### config.mk
export PLATFORM = sky130hd
export DESIGN_NAME = mult_job_sequencer_flat
export DESIGN_NICKNAME = d
export VERILOG_FILES = /design/src/rtl/mult_job_sequencer_pkg.sv /design/src/rtl/mult_job_sequencer_if.sv /design/src/rtl/mult_job_sequencer_op_fifo.sv /design/src/rtl/mult_job_sequencer.sv /design/src/flat_wrapper.sv
export SDC_FILE = /design/constraint.sdc
export NUM_CORES = 1
export LEC_CHECK = 0
export CORE_MARGIN = 2
export CORE_UTILIZATION = 47
export CTS_CLUSTER_DIAMETER = 60
export CTS_CLUSTER_SIZE = 24
export DETAILED_ROUTE_END_ITERATION = 12
export GPL_TIMING_DRIVEN = 0
export HOLD_SLACK_MARGIN = 0.02
export PLACE_DENSITY_LB_ADDON = 0.12
export SLEW_MARGIN = 5
export SYNTH_ARGS = -nofsm -noshare
export SYNTH_HDL_FRONTEND = slang
export SYNTH_HIERARCHICAL = 1
export SYNTH_SLANG_ARGS = --single-unit
export TNS_END_PERCENT = 20
### constraint.sdc
create_clock -name clk -period 3.4 [get_ports clk]
set_input_delay 0.34 -clock clk [delete_from_list [all_inputs] [get_ports clk]]
set_output_delay 0.34 -clock clk [all_outputs]
set_load 0.1 [all_outputs]
### src/rtl/mult_job_sequencer_pkg.sv
// Shared types and default sizing for the multiplier job sequencer.
package mult_seq_pkg;

   localparam int unsigned W_DEF           = 4;
   localparam int unsigned TAG_W_DEF       = 4;
   localparam int unsigned PROD_W_DEF      = 2 * W_DEF + 1;
   localparam int unsigned DEPTH_DEF       = 2;
   localparam int unsigned MUL_LATENCY_DEF = 10;

   typedef enum logic [2:0] {
      ST_IDLE,
      ST_CLR,
      ST_START,
      ST_WAIT,
      ST_DONE
   } state_e;

endpackage

### src/rtl/mult_job_sequencer_if.sv
// Operand-in and result-out handshakes of the job sequencer.
interface mult_job_sequencer_if
   import mult_seq_pkg::*;
#(
   parameter int unsigned W     = W_DEF,
   parameter int unsigned TAG_W = TAG_W_DEF
) ();

   logic             in_valid;
   logic             in_ready;
   logic [W-1:0]     in_a;
   logic [W-1:0]     in_b;
   logic             res_valid;
   logic             res_ready;
   logic [2*W:0]     res_product;
   logic [TAG_W-1:0] res_tag;

   modport master (
      output in_valid, in_a, in_b, res_ready,
      input  in_ready, res_valid, res_product, res_tag
   );

   modport slave (
      input  in_valid, in_a, in_b, res_ready,
      output in_ready, res_valid, res_product, res_tag
   );

endinterface

### src/rtl/mult_job_sequencer_op_fifo.sv
// Small synchronous FIFO holding {tag, a, b} jobs; full/empty flags are registered.
module op_fifo #(
   parameter int unsigned DATA_W = 12,
   parameter int unsigned DEPTH  = 2
) (
   input  logic              clk,
   input  logic              rst,
   input  logic              push,
   input  logic              pop,
   input  logic [DATA_W-1:0] wr_data,
   output logic [DATA_W-1:0] rd_data,
   output logic              wr_ready,
   output logic              rd_valid,
   output logic              rd_valid_nxt_c
);

   localparam int unsigned AW    = $clog2(DEPTH);
   localparam int unsigned CNT_W = AW + 1;

   logic [DATA_W-1:0] mem_q [DEPTH];
   logic [DATA_W-1:0] mem_d [DEPTH];
   logic [AW-1:0]     wr_ptr_q, wr_ptr_d;
   logic [AW-1:0]     rd_ptr_q, rd_ptr_d;
   logic [CNT_W-1:0]  count_q, count_d;
   logic              wr_ready_q, wr_ready_d;
   logic              rd_valid_q, rd_valid_d;
   logic              do_push, do_pop;

   // Next-state for storage, pointers, occupancy and flags.
   always_comb begin
      mem_d    = mem_q;
      wr_ptr_d = wr_ptr_q;
      rd_ptr_d = rd_ptr_q;
      do_push  = push && wr_ready_q;
      do_pop   = pop && rd_valid_q;
      if (do_push) begin
         mem_d[wr_ptr_q] = wr_data;
         wr_ptr_d        = wr_ptr_q + AW'(1);
      end
      if (do_pop) begin
         rd_ptr_d = rd_ptr_q + AW'(1);
      end
      count_d    = count_q + CNT_W'(do_push) - CNT_W'(do_pop);
      wr_ready_d = (count_d != CNT_W'(DEPTH));
      rd_valid_d = (count_d != '0);
   end

   // FIFO state registers.
   always_ff @(posedge clk or negedge rst) begin
      if (!rst) begin
         for (int i = 0; i < int'(DEPTH); i++) mem_q[i] <= '0;
         wr_ptr_q   <= '0;
         rd_ptr_q   <= '0;
         count_q    <= '0;
         wr_ready_q <= 1'b1;
         rd_valid_q <= 1'b0;
      end else begin
         mem_q      <= mem_d;
         wr_ptr_q   <= wr_ptr_d;
         rd_ptr_q   <= rd_ptr_d;
         count_q    <= count_d;
         wr_ready_q <= wr_ready_d;
         rd_valid_q <= rd_valid_d;
      end
   end

   assign rd_data        = mem_q[rd_ptr_q];
   assign wr_ready       = wr_ready_q;
   assign rd_valid       = rd_valid_q;
   assign rd_valid_nxt_c = rd_valid_d;

endmodule

### src/rtl/mult_job_sequencer.sv
// Drives the sequential multiplier's rst/start pins per queued job and returns tagged products.
module mult_job_sequencer
   import mult_seq_pkg::*;
#(
   parameter int unsigned W           = W_DEF,
   parameter int unsigned DEPTH       = DEPTH_DEF,
   parameter int unsigned MUL_LATENCY = MUL_LATENCY_DEF,
   parameter int unsigned TAG_W       = TAG_W_DEF
) (
   input  logic                clk,
   input  logic                rst,
   mult_job_sequencer_if.slave bus,
   output logic                mul_rst,
   output logic                mul_start,
   output logic [W-1:0]        mul_multiplier,
   output logic [W-1:0]        mul_multiplicand,
   input  logic [2*W:0]        mul_product,
   output logic                busy
);

   localparam int unsigned PROD_W = 2 * W + 1;
   localparam int unsigned DATA_W = TAG_W + 2 * W;
   localparam int unsigned CNT_W  = (MUL_LATENCY > 1) ? $clog2(MUL_LATENCY) : 1;

   state_e              state_q, state_d;
   logic [CNT_W-1:0]    cnt_q, cnt_d;
   logic [TAG_W-1:0]    tag_cnt_q, tag_cnt_d;
   logic [TAG_W-1:0]    job_tag_q, job_tag_d;
   logic [W-1:0]        op_a_q, op_a_d;
   logic [W-1:0]        op_b_q, op_b_d;
   logic                res_valid_q, res_valid_d;
   logic [PROD_W-1:0]   res_product_q, res_product_d;
   logic [TAG_W-1:0]    res_tag_q, res_tag_d;
   logic                mul_rst_q, mul_rst_d;
   logic                mul_start_q, mul_start_d;
   logic                busy_q, busy_d;

   logic [DATA_W-1:0]   fifo_wr_data;
   logic [DATA_W-1:0]   fifo_rd_data;
   logic                fifo_ready;
   logic                fifo_valid;
   logic                fifo_valid_nxt;
   logic                fifo_pop;
   logic                accept;

   assign fifo_wr_data = {tag_cnt_q, bus.in_a, bus.in_b};
   assign accept       = bus.in_valid && fifo_ready;

   op_fifo #(
      .DATA_W (DATA_W),
      .DEPTH  (DEPTH)
   ) u_op_fifo (
      .clk            (clk),
      .rst            (rst),
      .push           (bus.in_valid),
      .pop            (fifo_pop),
      .wr_data        (fifo_wr_data),
      .rd_data        (fifo_rd_data),
      .wr_ready       (fifo_ready),
      .rd_valid       (fifo_valid),
      .rd_valid_nxt_c (fifo_valid_nxt)
   );

   // Job FSM, latency counter, tag counter and registered output decode.
   always_comb begin
      state_d       = state_q;
      cnt_d         = cnt_q;
      tag_cnt_d     = tag_cnt_q;
      job_tag_d     = job_tag_q;
      op_a_d        = op_a_q;
      op_b_d        = op_b_q;
      res_product_d = res_product_q;
      res_tag_d     = res_tag_q;
      fifo_pop      = 1'b0;

      if (accept) tag_cnt_d = tag_cnt_q + TAG_W'(1);

      case (state_q)
         ST_IDLE: begin
            if (fifo_valid) begin
               fifo_pop  = 1'b1;
               job_tag_d = fifo_rd_data[DATA_W-1 -: TAG_W];
               op_a_d    = fifo_rd_data[2*W-1 -: W];
               op_b_d    = fifo_rd_data[W-1:0];
               state_d   = ST_CLR;
            end
         end
         ST_CLR: state_d = ST_START;
         ST_START: begin
            cnt_d   = CNT_W'(MUL_LATENCY - 1);
            state_d = ST_WAIT;
         end
         ST_WAIT: begin
            if (cnt_q == '0) begin
               res_product_d = mul_product;
               res_tag_d     = job_tag_q;
               state_d       = ST_DONE;
            end else begin
               cnt_d = cnt_q - CNT_W'(1);
            end
         end
         ST_DONE: begin
            if (bus.res_ready) state_d = ST_IDLE;
         end
         default: state_d = ST_IDLE;
      endcase

      res_valid_d = (state_d == ST_DONE);
      mul_rst_d   = (state_d == ST_CLR);
      mul_start_d = (state_d == ST_START);
      busy_d      = (state_d != ST_IDLE) || fifo_valid_nxt;
   end

   // Sequencer state and output registers.
   always_ff @(posedge clk or negedge rst) begin
      if (!rst) begin
         state_q       <= ST_IDLE;
         cnt_q         <= '0;
         tag_cnt_q     <= '0;
         job_tag_q     <= '0;
         op_a_q        <= '0;
         op_b_q        <= '0;
         res_valid_q   <= 1'b0;
         res_product_q <= '0;
         res_tag_q     <= '0;
         mul_rst_q     <= 1'b0;
         mul_start_q   <= 1'b0;
         busy_q        <= 1'b0;
      end else begin
         state_q       <= state_d;
         cnt_q         <= cnt_d;
         tag_cnt_q     <= tag_cnt_d;
         job_tag_q     <= job_tag_d;
         op_a_q        <= op_a_d;
         op_b_q        <= op_b_d;
         res_valid_q   <= res_valid_d;
         res_product_q <= res_product_d;
         res_tag_q     <= res_tag_d;
         mul_rst_q     <= mul_rst_d;
         mul_start_q   <= mul_start_d;
         busy_q        <= busy_d;
      end
   end

   assign bus.in_ready     = fifo_ready;
   assign bus.res_valid    = res_valid_q;
   assign bus.res_product  = res_product_q;
   assign bus.res_tag      = res_tag_q;
   assign mul_rst          = mul_rst_q;
   assign mul_start        = mul_start_q;
   assign mul_multiplier   = op_a_q;
   assign mul_multiplicand = op_b_q;
   assign busy             = busy_q;

endmodule

### src/flat_wrapper.sv
// flat-port wrapper written by rule: the top's interface ports become plain ports
module mult_job_sequencer_flat import mult_seq_pkg::*;
#(
   parameter int unsigned W           = W_DEF,
   parameter int unsigned DEPTH       = DEPTH_DEF,
   parameter int unsigned MUL_LATENCY = MUL_LATENCY_DEF,
   parameter int unsigned TAG_W       = TAG_W_DEF
)
  (clk, rst, mul_rst, mul_start, mul_multiplier, mul_multiplicand, mul_product, busy, bus_in_valid, bus_in_a, bus_in_b, bus_res_ready, bus_in_ready, bus_res_valid, bus_res_product, bus_res_tag);
  mult_job_sequencer_if #(.W(W), .TAG_W(TAG_W)) bus_i ();
  input  logic clk;
  input  logic rst;
  output logic mul_rst;
  output logic mul_start;
  output logic [W-1:0] mul_multiplier;
  output logic [W-1:0] mul_multiplicand;
  input  logic [2*W:0] mul_product;
  output logic busy;
  input wire logic [$bits(bus_i.in_valid)-1:0] bus_in_valid;
  input wire logic [$bits(bus_i.in_a)-1:0] bus_in_a;
  input wire logic [$bits(bus_i.in_b)-1:0] bus_in_b;
  input wire logic [$bits(bus_i.res_ready)-1:0] bus_res_ready;
  output wire logic [$bits(bus_i.in_ready)-1:0] bus_in_ready;
  output wire logic [$bits(bus_i.res_valid)-1:0] bus_res_valid;
  output wire logic [$bits(bus_i.res_product)-1:0] bus_res_product;
  output wire logic [$bits(bus_i.res_tag)-1:0] bus_res_tag;
  assign bus_i.in_valid = bus_in_valid;
  assign bus_i.in_a = bus_in_a;
  assign bus_i.in_b = bus_in_b;
  assign bus_i.res_ready = bus_res_ready;
  assign bus_in_ready = bus_i.in_ready;
  assign bus_res_valid = bus_i.res_valid;
  assign bus_res_product = bus_i.res_product;
  assign bus_res_tag = bus_i.res_tag;
  mult_job_sequencer #(.W(W), .DEPTH(DEPTH), .MUL_LATENCY(MUL_LATENCY), .TAG_W(TAG_W)) u_core (.clk(clk), .rst(rst), .bus(bus_i), .mul_rst(mul_rst), .mul_start(mul_start), .mul_multiplier(mul_multiplier), .mul_multiplicand(mul_multiplicand), .mul_product(mul_product), .busy(busy));
endmodule
* Yosys cells after proc, flatten, opt, wreduce, memory -nomap -nowiden
Index checks and enable logic that the tools add are counted.
** Word-level totals
- Output and inout port bits :: 26
- Register bits after elaboration :: 70
- Word-level logic and storage cells :: 65
** Operators by class
- Bitwise gates (word level) :: 2
- Equality and inequality tests :: 9
- Muxes and demuxes :: 14
- Order comparisons :: 3
- Reductions and logical operators :: 12
- $add $sub $neg :: 6
** Operator list (number)
- two-way mux 12 bit :: 4
- bitwise mux 24 bit :: 1
- case mux 3 bit (5 select lines) :: 1
- demux 12 bit (select 1 bit) :: 1
- == test 3 x 2 -> 1 bit (second input constant) :: 3
- two-way mux 3 bit :: 3
- case mux 4 bit (2 select lines) :: 1
- == test 3 x 1 -> 1 bit (second input constant) :: 2
- == test 3 bit (second input constant) :: 2
- AND reduction 2 bit :: 3
- adder 4 x 1 -> 4 bit (second input constant) :: 1
- greater-or-equal comparator 2 bit (second input constant) :: 2
- zero test 4 bit :: 1
- two-way mux 4 bit :: 1
- != test 2 bit (second input constant) :: 2
- inverter 1 -> 2 bit :: 2
- nonzero test 2 bit :: 2
- subtractor 4 x 1 -> 4 bit (second input constant) :: 1
- logical AND 1 bit :: 3
- zero test 3 bit :: 1
- nonzero test 3 bit :: 1
- adder 1 bit (second input constant) :: 2
- adder 2 x 1 -> 2 bit :: 1
- less-than comparator 2 x 1 -> 1 bit (second input constant) :: 1
- other kinds (3) :: 4

* Depth between registers and ports, before layout
- Depth in word-level cells :: 6
- Depth in mapped cells :: 9

* Modules after synthesis
Netlist, hierarchy kept.
** By module, submodules not included
- mult_job_sequencer :: times used 1, cells an instance 118, seq. area each 1001.0 um2, area an instance 1692.9 um2
- op_fifo :: times used 1, cells an instance 85, seq. area each 752.0 um2, area an instance 1333.8 um2

* Worst setup path before layout
No wires, ideal clock.
- Path type :: reg2reg
- From :: reg u_core.state_q[0]
- To :: reg u_core.u_op_fifo.wr_ready_q, in the netlist u_core/u_op_fifo/wr_ready
- Path buffers :: 1
- Cell stages (with the launch flop) :: 9
- Data required time :: 3.312 ns
- Arrival time :: 2.107 ns
- Clock period less this slack :: 2.195 ns
- Path slack :: 1.205 ns
- Cell sequence :: dfrtp_1 clkbuf_1 nor4b_1 nand2_1 xor2_1 ha_1 xor2_1 and3b_2 or3_1
** Between the ends
- Longest elaborated chain between the ends :: 5
** Ends and longest elaborated chain
- start, declared :: line mult_job_sequencer.sv:25 : state_e state_q, state_d;
- start signal, assigned :: line mult_job_sequencer.sv:130 : state_q <= state_d;
- zero test 3 bit :: line mult_job_sequencer.sv:78 : case (state_q)
- two-way mux 1 bit :: line mult_job_sequencer.sv:78
- net u_core.fifo_pop :: line mult_job_sequencer.sv:43 : logic fifo_pop;
- logical AND 1 bit :: line mult_job_sequencer_op_fifo.sv:35 : do_pop = pop && rd_valid_q;
- subtractor 2 x 1 -> 2 bit :: line mult_job_sequencer_op_fifo.sv:43 : count_d = count_q + CNT_W'(do_push) - CNT_W'(do_pop);
- != test 2 bit :: line mult_job_sequencer_op_fifo.sv:44 : wr_ready_d = (count_d != CNT_W'(DEPTH));
- net u_core.u_op_fifo.wr_ready_d :: line mult_job_sequencer_op_fifo.sv:25 : logic wr_ready_q, wr_ready_d;
- end signal, assigned :: line mult_job_sequencer_op_fifo.sv:62 : wr_ready_q <= wr_ready_d;
- end, declared :: line mult_job_sequencer_op_fifo.sv:25
The timed path passes the listed nets, and every way through them passes these cells.
A chain may end at the register's enable or synchronous reset.

* Worst setup path after layout
- From :: reg u_core.state_q[0]
- To :: reg u_core.busy_q, in the netlist u_core/busy
** Between the ends
- Longest elaborated chain between the ends :: 6
** Ends and longest elaborated chain
- zero test 3 bit :: line mult_job_sequencer.sv:78
- two-way mux 1 bit :: line mult_job_sequencer.sv:78
- net u_core.fifo_pop :: line mult_job_sequencer.sv:43
- logical AND 1 bit :: line mult_job_sequencer_op_fifo.sv:35
- subtractor 2 x 1 -> 2 bit :: line mult_job_sequencer_op_fifo.sv:43
- nonzero test 2 bit :: line mult_job_sequencer_op_fifo.sv:45 : rd_valid_d = (count_d != '0);
- net u_core.fifo_valid_nxt :: line mult_job_sequencer.sv:42 : logic fifo_valid_nxt;
- logical OR 1 bit :: line mult_job_sequencer.sv:111 : busy_d = (state_d != ST_IDLE) || fifo_valid_nxt;
- net u_core.busy_d :: line mult_job_sequencer.sv:36 : logic busy_q, busy_d;
- end signal, assigned :: line mult_job_sequencer.sv:141 : busy_q <= busy_d;
- end, declared :: line mult_job_sequencer.sv:36
The timed path passes the listed nets, and every way through them passes these cells.

==> summary by stage <==
Die
The area of the core is 6280 sq um. The floorplan has 29 rows. The area enclosed by the die boundary is 7100 sq um. From left edge to right edge, the die measures 84.2 microns. The boundary pin count is 47. The y dimension of the die is 84.2 microns.

The initial utilization of the core area, before any placement, comes to just under 50%.

STA
The final worst-path setup slack is 920 ps. The part of the cycle the worst path needs is 73.0%. Summed over all failing endpoints, the final setup total negative slack is 0 ps.

For the finished layout, the period the worst path requires is 2480 ps. The clock arrives with 9.99 ps of skew. Setup violations remaining at the end of the flow were counted as 0. Hold is met by 426 ps. The maximum clock rate is slightly above 400 MHz. In this run the tightest slew margin relative to its limit is 34.5%. The number of max-slew violations in the final report came to 0.

Setup repair after global routing left no endpoint under its margin. The slew at the pin closest to its max-slew limit is 979 ps. The hold violation total from the final report is 0.

Logic synthesis
The fraction of the mapped netlist area in adder cells is 1.24%. The synthesized netlist net count is 227. Summing the areas of all compound-gate instances in the mapped netlist gives 3.10% of the synthesized area. Of the total synthesized cell area, the portion taken by XOR and XNOR cells is under 10%. The total of warnings raised by yosys is 6.

In this run, distinct cell masters in the synthesized netlist total 41. The async set-reset flop share out of synthesis is 100%. Among all flip-flop cells after synthesis, the most frequent one is sky130_fd_sc_hd__dfrtp_1. The number of enable-type register cells in the synthesized netlist is 0.

After synthesis, the share of cell area in mux cells is 25.2%. The number of flip-flops and latches in the synthesized netlist is 70. The largest family of logic cells by synthesized area is multiplexers. Summing every instance area after synthesis gives 3030 sq um. The sequential element share of the synthesized area is 57.9%. Each instance of the synthesized netlist takes up on average about 15 sq um.

After technology mapping, the gate count stands at between 200 and 250. The post-synthesis share of cell area spent on and, or, nand and nor gates is 7.65%.

Clock tree
The number of buffers created by CTS is 9. The count of cells resized by post-cts repair is 0. The number of hold buffers added after CTS was 1. The total setup buffers inserted after CTS is 0.

The clock input transition at the sequential cells of the worst setup and hold paths is 70 ps. The clock latency on the worst-skew pair is 330 ps. The CTS tree is built. The root buffer cell chosen for the clock tree is sky130_fd_sc_hd__clkbuf_8. The clock tree buffer depth is 2. The clock sink total is 70.

The number of H-tree branching levels is 3.

Detailed routing
The detailed-route wire length is 5170 microns. Before antenna repair, the detailed router went through 4 iterations. The detailed router put a total of 2350 microns of wire on met1. After detailed routing, the number of remaining DRC violations is 0. The highest metal layer carrying signal wires in the routed design is met4. In the routed layout, each cell is associated on average with a via count of 5.15. The detail route stage leaves a number of antenna-violating nets equal to 0. In the detailed route, the total length drawn on met3 is 221 microns. The average detailed-routed wire length per instance is 15.0 microns. The amount of wire on met2 after detailed routing is 2560 microns.

The vias after detailed routing is 1772. The first routing iteration left 61 violations.

Worst setup path
By startpoint and endpoint, the worst setup path is classified as reg -> reg. Grouping stages by cell kind, the critical path spends the most delay in simple AND/OR/NAND/NOR gates. The worst reg2reg path depth is 9.

The signal on the critical path passes through clkbuf_1 > nor4b_1 > nand2_1 > xor2_1 > ha_1 > xor2_1 > a31oi_1 > o21bai_1 > a21o_1. In this design, the critical path's most frequently occurring cell is sky130_fd_sc_hd__xor2_1. The instance count on the critical path is 9. The startpoint of the worst-slack reg-to-reg timing path is u_core/state_q[0]. STA puts the critical path data arrival time at about 2700 ps. The slowest stage of the critical path belongs to the cell sky130_fd_sc_hd__nor4b_1. The highest fanout seen on the critical path is 10. STA classifies the critical path endpoint as a flip-flop.

Across all register-to-register paths, the minimum setup slack is approximately 920 ps. For this run, the slowest stage of the critical path takes 480 ps. The worst register-to-register path ends at u_core/busy. Counting both buffers and inverters, the worst setup path holds a total of 1. STA puts the critical path data required time at 3630 ps. The type of origin of the critical path is a flip-flop.

Status
The flow ran to the end, and the final reports show no timing, DRC or antenna violations.

Global route
The total grt overflow is 0. The number of antenna violations at the first check in global routing is 0. The global-route usage over all layers is 15.9%. The via count of the first global-routing pass came to 1845. The pin count of the biggest net entering global routing is between 50 and 60.

The global-route wire length before repair is roughly 9000 microns.

Placed design
The setup slack at placement is about 970 ps. The final HPWL from detailed placement is ~3400 microns. Buffers placed on the I/O ports in this run total between 40 and 50.

The weighted congestion reported at the end of routability-driven placement is 0.706. Once placement completed, the tool counted placed cells totaling around 330.

Cells and area
The final layout contains 286 nets. The finished layout holds 344 standard cells, fillers aside. The post-route netlist has 35.2% of its cells at a drive strength greater than 1. In the layout the commonest cells are sky130_fd_sc_hd__dfrtp_1 (69), sky130_fd_sc_hd__clkdlybuf4s50_1 (45), sky130_fd_sc_hd__mux2_2 (45). 0 antenna diodes ended up in the layout. Leaving out fill and tap cells, the most frequent cell in the layout is sky130_fd_sc_hd__dfrtp_1.

The layout overhead on the synthesized area is 25.5%.

Min path
In this run the worst hold path is classified as in -> async.

Job
The max-capacitance violation count is 0.
worst max-delay path by stage:
stage,start,to,slack [ps]
after global routing,u_core/state_q[0],u_core/busy,640
after detailed placement,u_core/state_q[0],u_core/busy,970
after floorplan,u_core/state_q[0],u_core/u_op_fifo/wr_ready,1210
after CTS,u_core/state_q[0],u_core/busy,940
final,u_core/state_q[0],u_core/busy,920
after global placement,rst,u_core/cnt_q[0],-440
cell usage after synthesis (2+ instances only):
library cell / instances / area, sq um
sky130_fd_sc_hd__dfrtp_1: 69 / 1730
sky130_fd_sc_hd__mux2_2: 45 / 507
sky130_fd_sc_hd__mux2_4: 17 / 255
sky130_fd_sc_hd__nand2_1: 7 / 26.3
sky130_fd_sc_hd__nor2_1: 6 / 22.5
sky130_fd_sc_hd__nand3_1: 4 / 20.0
sky130_fd_sc_hd__nor3_1: 4 / 20.0
sky130_fd_sc_hd__buf_2: 3 / 15.0
sky130_fd_sc_hd__ha_1: 3 / 37.5
sky130_fd_sc_hd__inv_1: 3 / 11.3
sky130_fd_sc_hd__xnor2_1: 3 / 26.3
sky130_fd_sc_hd__xor2_1: 3 / 26.3
sky130_fd_sc_hd__a21o_2: 2 / 17.5
sky130_fd_sc_hd__a21oi_1: 2 / 10.0
sky130_fd_sc_hd__buf_12: 2 / 40.0
sky130_fd_sc_hd__buf_6: 2 / 22.5
sky130_fd_sc_hd__clkbuf_1: 2 / 7.51
sky130_fd_sc_hd__nand2b_1: 2 / 12.5
sky130_fd_sc_hd__o21ai_0: 2 / 10.0
area by class of cell:
type                       instances  area (sq um)
timing repair buffer              48           495
multi-input combinational        121          1180
inverter                           3          11.3
sequential                        70          1750
clock buffer                      11           131
clock inverter                     5          50.0
fill                             497          2480
buffer                             9          85.1
tap                               77          96.3
per-layer routing:
layer / global-route usage [%] / up-vias
met5: 0 / -
met3: 5.21 / 4
met2: 25.7 / 29
met4: 4.84 / 0
li1: - / 842
met1: 20.6 / 897
state kept, by name (all words and copies together) (netlist names), 3 cells and up:
| signal | cells |
|---|---|
| u_core/mul_multiplicand | 4 |
| u_core/cnt_q | 4 |
| u_core/bus.res_tag | 4 |
| u_core/u_op_fifo/mem_q | 24 |
| u_core/tag_cnt_q | 4 |
| u_core/job_tag_q | 4 |
| u_core/bus.res_product | 9 |
| u_core/state_q | 3 |
| u_core/mul_multiplier | 4 |
per-stage QoR:
step           cell area [sq um]  util [%]
3_5_place_dp                3610      57.5
5_1_grt                     3800      60.5
3_3_place_gp                3580      57.1
6_report                    3800      60.5
4_1_cts                     3800      60.5
2_1_floorplan               3030         -
cell families (layout without fill, tap and decap cells):
kind of cell	after synthesis	count (layout)
buf+inv	12	76
flops	70	70
xor+xnor	6	6
simple gates	37	37
fa+ha+maj	3	3
compound gates	13	13
mux	62	62
Power is left out: the tool's default activity adds up to more than one toggle a clock period on the data nets, which glitch-free logic cannot reach.
